--- src/rtl/multi_pad_controller_pkg.sv ---
// Shared definitions for the multi-pad Genesis controller reader:
// button bit indices, sequencer states, sampling phases, pin bundle.
package multi_pad_controller_pkg;

  localparam int BTN_UP    = 0;
  localparam int BTN_DOWN  = 1;
  localparam int BTN_LEFT  = 2;
  localparam int BTN_RIGHT = 3;
  localparam int BTN_A     = 4;
  localparam int BTN_B     = 5;
  localparam int BTN_C     = 6;
  localparam int BTN_START = 7;
  localparam int BTN_X     = 8;
  localparam int BTN_Y     = 9;
  localparam int BTN_Z     = 10;
  localparam int BTN_MODE  = 11;
  localparam int BTN_W     = 12;

  localparam logic [2:0] P_PRESENT = 3'd0;
  localparam logic [2:0] P_DIR     = 3'd1;
  localparam logic [2:0] P_SIX     = 3'd4;
  localparam logic [2:0] P_XYZ     = 3'd5;
  localparam logic [2:0] P_LAST    = 3'd7;

  typedef enum logic [1:0] {
    ST_IDLE    = 2'd0,
    ST_SCAN    = 2'd1,
    ST_PUBLISH = 2'd2
  } state_t;

  // Synchronised, still active-low pin levels of one pad.
  typedef struct packed {
    logic start_c;
    logic a_b;
    logic right;
    logic left_x;
    logic down_y;
    logic up_z;
  } pins_t;

endpackage

--- src/rtl/pad_decode.sv ---
// Per-pad decoder: samples pins on phase strobes, tracks present/six
// flags and publishes the button word plus pressed edges.
//   in : clk, reset, sample, phase, publish, pins
//   out: buttons, edges, present, six
module pad_decode
  import multi_pad_controller_pkg::*;
(
  input  logic             clk,
  input  logic             reset,
  input  logic             sample,
  input  logic [2:0]       phase,
  input  logic             publish,
  input  pins_t            pins,
  output logic [BTN_W-1:0] buttons,
  output logic [BTN_W-1:0] edges,
  output logic             present,
  output logic             six
);

  logic [BTN_W-1:0] acc;
  logic [BTN_W-1:0] word_new;
  logic             pres_acc;
  logic             six_acc;

  always_comb begin
    word_new = '0;
    if (pres_acc) word_new = acc;
  end

  always_ff @(posedge clk or negedge reset) begin
    if (!reset) begin
      acc      <= '0;
      pres_acc <= 1'b0;
      six_acc  <= 1'b0;
      buttons  <= '0;
      edges    <= '0;
      present  <= 1'b0;
      six      <= 1'b0;
    end else begin
      edges <= '0;
      if (sample) begin
        case (phase)
          P_PRESENT: begin
            pres_acc       <= ~pins.left_x & ~pins.right;
            acc            <= '0;
            acc[BTN_A]     <= ~pins.a_b;
            acc[BTN_START] <= ~pins.start_c;
          end
          P_DIR: begin
            acc[BTN_UP]    <= ~pins.up_z;
            acc[BTN_DOWN]  <= ~pins.down_y;
            acc[BTN_LEFT]  <= ~pins.left_x;
            acc[BTN_RIGHT] <= ~pins.right;
            acc[BTN_B]     <= ~pins.a_b;
            acc[BTN_C]     <= ~pins.start_c;
          end
          P_SIX: begin
            six_acc  <= pres_acc & ~pins.up_z & ~pins.down_y;
            // a live pad drives left/right low on every low select,
            // so losing that here means it was pulled mid-scan
            pres_acc <= pres_acc & ~pins.left_x & ~pins.right;
          end
          P_XYZ: begin
            if (six_acc) begin
              acc[BTN_MODE] <= ~pins.right;
              acc[BTN_Z]    <= ~pins.up_z;
              acc[BTN_Y]    <= ~pins.down_y;
              acc[BTN_X]    <= ~pins.left_x;
            end else begin
              acc[BTN_MODE:BTN_X] <= '0;
            end
          end
          default: ;
        endcase
      end
      if (publish) begin
        buttons <= word_new;
        edges   <= word_new & ~buttons;
        present <= pres_acc;
        six     <= six_acc & pres_acc;
      end
    end
  end

endmodule

--- src/rtl/multi_pad_controller.sv ---
// Scans NUM_PADS Genesis pads per vga_vs frame with a shared select.
//   in : clk, reset(n), pad pins, vga_vs
//   out: selectSignal, buttonsOut, pressed_edge, pad_present, six_button, frame_valid
module multi_pad_controller
  import multi_pad_controller_pkg::*;
#(
  parameter int NUM_PADS     = 2,
  parameter int PHASE_CYCLES = 500,
  parameter int SYNC_STAGES  = 2
) (
  input  logic                      clk,
  input  logic                      reset,
  input  logic [NUM_PADS-1:0]       up_z,
  input  logic [NUM_PADS-1:0]       down_y,
  input  logic [NUM_PADS-1:0]       left_x,
  input  logic [NUM_PADS-1:0]       right,
  input  logic [NUM_PADS-1:0]       a_b,
  input  logic [NUM_PADS-1:0]       start_c,
  input  logic                      vga_vs,
  output logic [NUM_PADS-1:0]       selectSignal,
  output logic [BTN_W*NUM_PADS-1:0] buttonsOut,
  output logic [BTN_W*NUM_PADS-1:0] pressed_edge,
  output logic [NUM_PADS-1:0]       pad_present,
  output logic [NUM_PADS-1:0]       six_button,
  output logic                      frame_valid
);

  localparam int SW = 6 * NUM_PADS + 1;
  localparam int CW = (PHASE_CYCLES > 2) ? $clog2(PHASE_CYCLES) : 1;
  localparam logic [CW-1:0] CNT_LAST = CW'(PHASE_CYCLES - 1);

  logic [SYNC_STAGES-1:0][SW-1:0] sync_q;
  logic [SW-1:0] raw;
  logic [SW-1:0] syn;
  logic          vs_s;
  logic          vs_d;
  logic          vs_rise;

  state_t        state;
  state_t        state_n;
  logic [2:0]    phase;
  logic [CW-1:0] cnt;
  logic          phase_end;
  logic          scan_done;
  logic          sel;

  assign raw = {vga_vs, start_c, a_b, right, left_x, down_y, up_z};
  assign syn = sync_q[SYNC_STAGES-1];
  assign vs_s = syn[SW-1];
  assign vs_rise = vs_s & ~vs_d;

  always_ff @(posedge clk or negedge reset) begin
    if (!reset) begin
      sync_q <= '0;
      vs_d   <= 1'b0;
    end else begin
      sync_q[0] <= raw;
      for (int i = 1; i < SYNC_STAGES; i++)
        sync_q[i] <= sync_q[i-1];
      vs_d <= vs_s;
    end
  end

  assign phase_end = (state == ST_SCAN) && (cnt == CNT_LAST);
  assign scan_done = phase_end && (phase == P_LAST);

  always_comb begin
    state_n = state;
    unique case (1'b1)
      state == ST_IDLE:    if (vs_rise) state_n = ST_SCAN;
      state == ST_SCAN:    if (scan_done) state_n = ST_PUBLISH;
      state == ST_PUBLISH: state_n = ST_IDLE;
      default:             state_n = ST_IDLE;
    endcase
  end

  always_ff @(posedge clk or negedge reset) begin
    if (!reset) begin
      state <= ST_IDLE;
      phase <= '0;
      cnt   <= '0;
    end else begin
      state <= state_n;
      if (state == ST_SCAN) begin
        if (cnt == CNT_LAST) begin
          cnt <= '0;
          // hold at the last phase; PUBLISH returns it to 0
          if (phase != P_LAST) phase <= phase + 3'd1;
        end else begin
          cnt <= cnt + CW'(1);
        end
      end else begin
        cnt   <= '0;
        phase <= '0;
      end
    end
  end

  assign sel = (state == ST_SCAN) ? phase[0] : 1'b1;
  assign selectSignal = {NUM_PADS{sel}};
  assign frame_valid = (state == ST_PUBLISH);

  for (genvar k = 0; k < NUM_PADS; k++) begin : g_pad
    pins_t pins;
    assign pins.up_z    = syn[k];
    assign pins.down_y  = syn[NUM_PADS + k];
    assign pins.left_x  = syn[2*NUM_PADS + k];
    assign pins.right   = syn[3*NUM_PADS + k];
    assign pins.a_b     = syn[4*NUM_PADS + k];
    assign pins.start_c = syn[5*NUM_PADS + k];

    pad_decode u_dec (
      .clk     (clk),
      .reset   (reset),
      .sample  (phase_end),
      .phase   (phase),
      .publish (scan_done),
      .pins    (pins),
      .buttons (buttonsOut[BTN_W*k +: BTN_W]),
      .edges   (pressed_edge[BTN_W*k +: BTN_W]),
      .present (pad_present[k]),
      .six     (six_button[k])
    );
  end

endmodule
--- config.mk ---
export PLATFORM = sky130hd
export DESIGN_NAME = multi_pad_controller
export DESIGN_NICKNAME = d
export VERILOG_FILES = /design/src/rtl/multi_pad_controller_pkg.sv /design/src/rtl/pad_decode.sv /design/src/rtl/multi_pad_controller.sv
export SDC_FILE = /design/constraint.sdc
export NUM_CORES = 1
export LEC_CHECK = 0
export BUFFER_PORTS_ARGS = -buffer_cell sky130_fd_sc_hd__buf_2
export CORE_MARGIN = 10
export CORE_UTILIZATION = 35
export DETAILED_ROUTE_END_ITERATION = 10
export REMOVE_ABC_BUFFERS = 1
export SLEW_MARGIN = 20
export SYNTH_ARGS = -nofsm -noshare
export SYNTH_HDL_FRONTEND = slang
export SYNTH_SLANG_ARGS = --single-unit
--- constraint.sdc ---
create_clock -name clk -period 5.9 [get_ports clk]
set_input_delay 0.295 -clock clk [delete_from_list [all_inputs] [get_ports clk]]
set_output_delay 0.295 -clock clk [all_outputs]
set_load 0.01 [all_outputs]
Word-level counts from Yosys, hierarchy flattened. Cells that the tools add are included.

Bits in registers: 121. Output and inout bits: 55. Input bits: 15. Word-level logic and storage cells: 105.

Eq/ne operators: 12. Muxes and demuxes: 23. Reduce and logical (&&, ||, !) cells: 14. $add $sub $neg: 2. Bitwise operators: 30.

Operators with widths (number): 12-bit two-way mux (4); 4-bit case mux with 2 select lines (4); 12-bit AND (2); 12-bit NOT (2); 9-bit two-way mux (2); 2-bit AND reduction (7); 1-bit AND (13); 1-bit NOT (13); 2-bit case mux with 2 select lines (3); 9-bit by 1-bit adder with 9-bit output, second input constant (1); 3-bit == test, second input constant (3); 9-bit == test, second input constant (1); 3-bit two-way mux (3); 4-bit two-way mux (2); 2-bit by 1-bit inequality test with 1-bit output, second input constant (3); 2-bit nonzero test (3); 2-bit two-way mux (2); 1-bit case mux with 2 select lines (2); 3-bit by 1-bit adder with 3-bit output, second input constant (1); 3-bit by 1-bit == test with 1-bit output, second input constant (1); 3-bit logical NOT (1); 3-bit inequality test, second input constant (1); 2-bit by 1-bit == test with 1-bit output, second input constant (1); 2-bit == test, second input constant (1); 4 further kinds (5).

Longest topological paths before layout.
Depth in word-level cells: 5. Depth in mapped cells: 6. Depth with buffers taken out: 5.

Cells and area by module. Synthesis repeated with hierarchy kept, for this count alone.

Cell total of the unflattened synthesis: 396. Area, all modules: 4682.0 sq um.

By module, submodules not included: pad_decode (area each 1622.8 sq um, cells an instance 149, instances 2, seq. area each 1001.0 sq um); multi_pad_controller (area each 1436.4 sq um, cells an instance 98, instances 1, seq. area each 1026.0 sq um).

Worst setup path before layout. No wires, ideal clock.

Path type: register -> register. Start point: reg phase[0]. End point: reg g_pad[0].u_dec.acc[10]. Required time: 5.775 ns. Arrival time: 1.818 ns. Stages on the path, launching flop included: 6. Period minus slack after synthesis: 1.943 ns. Setup slack: 3.957 ns. Library setup time: 0.125 ns. Buffers on the path: 0. Cell sequence: dfrtp_1 inv_1 ha_1 or2b_4 a2111oi_4 mux2_2.

Cells in the longest elaborated chain, start to end: 3. Elaborated cells between the ends (all ways): 5. Those cells by class: eq/ne: 1; mux: 1; reduce/logical: 3.

RTL lines: start: declaration (line multi_pad_controller.sv:41) `logic [2:0] phase;`; start signal: assignment (line multi_pad_controller.sv:88) `if (phase != P_LAST) phase <= phase + 3'd1;`; 3-bit == test or 3-bit logical NOT (tied branches) (line pad_decode.sv:42) `case (phase)`; 2-bit nonzero test (no line); 2-bit AND reduction (no line); end signal: indexed assignment (line pad_decode.sv:46) `acc[BTN_A] <= ~pins.a_b;`; end signal: indexed assignment (line pad_decode.sv:47) `acc[BTN_START] <= ~pins.start_c;`; end signal: indexed assignment (line pad_decode.sv:50) `acc[BTN_UP] <= ~pins.up_z;`; end: declaration (line pad_decode.sv:20) `logic [BTN_W-1:0] acc;`.

Parallel ways exist; a longest one is shown, timed or not. A chain may end at the register's enable or synchronous reset.

Final worst setup path.
Start point: reg cnt[0]. End point: reg g_pad[0].u_dec.acc[10].

Cells in the longest elaborated chain, start to end: 3.

RTL lines: start: declaration (line multi_pad_controller.sv:42) `logic [CW-1:0] cnt;`; start signal: assignment (line multi_pad_controller.sv:90) `cnt <= cnt + CW'(1);`; 9-bit == test (line multi_pad_controller.sv:64) `assign phase_end = (state == ST_SCAN) && (cnt == CNT_LAST);`; 1-bit logical AND (line multi_pad_controller.sv:64); 2-bit AND reduction (no line); end signal: indexed assignment (line pad_decode.sv:66) `acc[BTN_Z] <= ~pins.up_z;`; end signal: indexed assignment (line pad_decode.sv:67) `acc[BTN_Y] <= ~pins.down_y;`; end signal: indexed assignment (line pad_decode.sv:68) `acc[BTN_X] <= ~pins.left_x;`.

No other way between the ends.

==> impl_metrics.yaml <==
run_status:
  status: "completed"
cts:
  cts_setup_buffers: 0
  htree_levels: 4
  path_clk_slew_ns: 0.05
  cts_root_buf: "clkbuf_16"
  clockBufferDepth: 2
  cts_tree: "done"
  cts_sinks: 121
  cts_buffers: 17
  clock_latency_ns: 0.41
cells_and_area:
  areaGrowthSynthToFinish_pct: 26.2
  finish.utilization_pct: 44.9
  final_cell_mix: "121 x dfrtp_1, 68 x buf_2, 35 x inv_1"
  nets: 461
  diodes: 0
  layout-drive-gt1-share_pct: 26.5
  layout_commonest_cell: "dfrtp_1"
worst_setup_path:
  cp-end-kind: "flop"
  critPathMaxFanout: 9
  max_stage_delay_ns: 0.68
  slowest_stage: "a2111oi_4"
  rrSetupSlack_ns: 3.62
  worstSetupPathType: "flop to flop"
  arrival_ns: 2.57
  cp.required_ns: 6.19
  path_cells: "ha_1 > nand4bb_1 > a2111oi_4 > mux2_2"
  reg2regPathDepth: 4
  worst_setup_path_start_kind: "flop"
grt:
  top_usage_layer: "met2"
  overflow: 0
  grt_pass1_vias: 3197
  globalRouteMet2Util_pct: 18.6
  use_met1_pct: 13.3
  grt_max_degree: 79
  grt_pass1_wl_microns: 16600
  antenna_found_initial: 0
  track_usage_pct: 11.5
  grt.met3_usage_pct: 5.20
sta:
  clock.fmax_ghz: 0.439
  finalSetupTns_ns: 0
  slew_viol_final: 0
  rsz0062_at_grt: "no"
  max-slew-margin-rel_pct: 34.5
  finClkSkew_ns: 0.00606
  finalCritPeriodShare_pct: 38.6
  setup_viol: 0
  hold_viol: 0
  min_period_ns: 2.28
  worst_slew_pin_slew_ns: 0.983
synthesis:
  ys_seq_area_share_pct: 64.5
  ys_warn_count: 0
  avgSynthCellArea_sq_um: 13.0
  ys_top_cells_by_area: "dfrtp_1 64%, mux2i_1 6.4%, and4_1 4.7%, mux2_2 2.9%, inv_1 2.8%"
  yosys.area.top_type: "dfrtp_1"
  synth-seq-cells: 121
  ys.flop_type: "dfrtp_1"
  ys_types: 41
  async_flop_share_pct: 100
  synth_top_area_share_pct: 64.5
  synth_cells: 362
  syn_area_sq_mm: 0.00469
  synth-edff-count: 0
die:
  die-area_sq_mm: 0.0184
  core.rowCount: 42
  initial_core_util_pct: 35.6
  pin_count: 70
  fp.dieH_microns: 136
  die_x_microns: 136
  coreArea_sq_mm: 0.0132
route:
  drc: 0
  routed_wl_microns: 9900
  wl_per_cell_microns: 15.8
  ant_nets: 0
  drt_iter0_drc: 165
  dr_total_vias: 2936
  routed_via_density: 4.68
  firstDrtPassIters: 4
pwr:
  power_uw: 2120
  p_leak_uw: 0.00300
  p_per_area_mw_per_mm2: 357
  vdd_drop_max_mv: 0.211
placement:
  port_buffers: 69
  place.gp.congestion: 0.690
  dp_hpwl_microns: 6440
worst_hold_path:
  holdCritPathClass: "primary input to asynchronous set/reset pin"
flow_run:
  drv_cap: 0
## path summary, 6_finish.rpt
path | from | endpoint
min | reset | g_pad[1].u_dec.acc[0]
max | cnt[0] | g_pad[0].u_dec.acc[10]
min in group clk | sync_q[7] | syn[7]
max reg2reg | cnt[0] | g_pad[0].u_dec.acc[10]
min reg2reg | sync_q[7] | syn[7]
max in group asynchronous | reset | sync_q[0]
## stage by stage
step	std cells	cell area, sq um	setup WS, ns	hold WS, ns
after floorplan	338	4550	3.11	-0.000591
after global placement	585	5130	3.69	0.334
after detailed placement	585	5130	3.65	0.335
after CTS	628	5920	3.62	0.0838
after global routing	628	5920	3.43	0.113
final	628	5920	3.62	0.0195
## worst max-delay path: cells and delay by family, from the launching register on
kind | cells | cell delay, ns
AO/OA/AOI/OAI | 1 | 0.68
AND/OR/NAND/NOR | 1 | 0.45
multiplexers | 1 | 0.41
flip-flops | 1 | 0.38
adder cells (fa/ha/maj) | 1 | 0.24
## report_power, final
| group | leakage [uW] | total [uW] | internal (uW) | switching [uW] |
|---|---|---|---|---|
| clock network | 0.000328 | 1140 | 798 | 344 |
| logic | 0.00106 | 82.2 | 36.9 | 45.2 |
| registers | 0.00161 | 893 | 862 | 30.4 |
## layer usage
layer | share of wire (%) | up-vias
li1 | - | 1402
met1 | 44 | 1468
met2 | 49 | 59
met3 | 6.4 | 7
met4 | 0.78 | 0
met5 | 0 | -
## flip-flops by register name, indices dropped and copies added, names as in the netlist
signal / cells
cnt: 9
g_pad.u_dec.acc: 24
g_pad.u_dec.buttons: 24
g_pad.u_dec.edges: 24
g_pad.u_dec.pres_acc: 2
g_pad.u_dec.present: 2
g_pad.u_dec.six: 2
g_pad.u_dec.six_acc: 2
phase: 3
state: 2
syn: 13
sync_q: 13
vs_d: 1
## cell type report
cell class / instances / area, sq um
multi-input combinational: 182 / 1390
clock buffer: 22 / 494
sequential: 121 / 3030
clock inverter: 8 / 165
inverter: 35 / 131
fill: 1185 / 7270
tap: 176 / 220
timing repair buffer: 84 / 493
## repair_timing
action | CTS | global route
gates resized for setup | 0 | 0
hold buffers | 13 | 0
hold endpoints to repair | 13 | 0
## cells by family (layout without fill, tap and decap cells)
family          after synthesis  after routing  share of synthesized area [%]
compound gates               32             32                           5.33
xor+xnor                      3              3                          0.560
fa+ha+maj                     5              5                           1.33
buf+inv                      59            149                           5.84
flops                       121            121                           64.5
mux                          42             42                           9.28
simple gates                100            100                           13.2
## cell usage after synthesis, types with 2 or more instances
master       n
o22a_1       2
o31ai_1      2
or3_2        2
buf_4        7
mux2_2      12
o21ai_0      4
nor2b_1      3
a21oi_1      7
or3_1        2
inv_1       35
nand4b_1     2
dfrtp_1    121
nor3b_1      2
xnor2_1      2
buf_2        7
o2bb2ai_1   12
mux2i_1     30
nand4_1      5
ha_1         5
nor2_1      15
clkbuf_1     8
nand3_1      5
nand2_1     30
and4_1      25
Power figures use the tool's default switching activity.
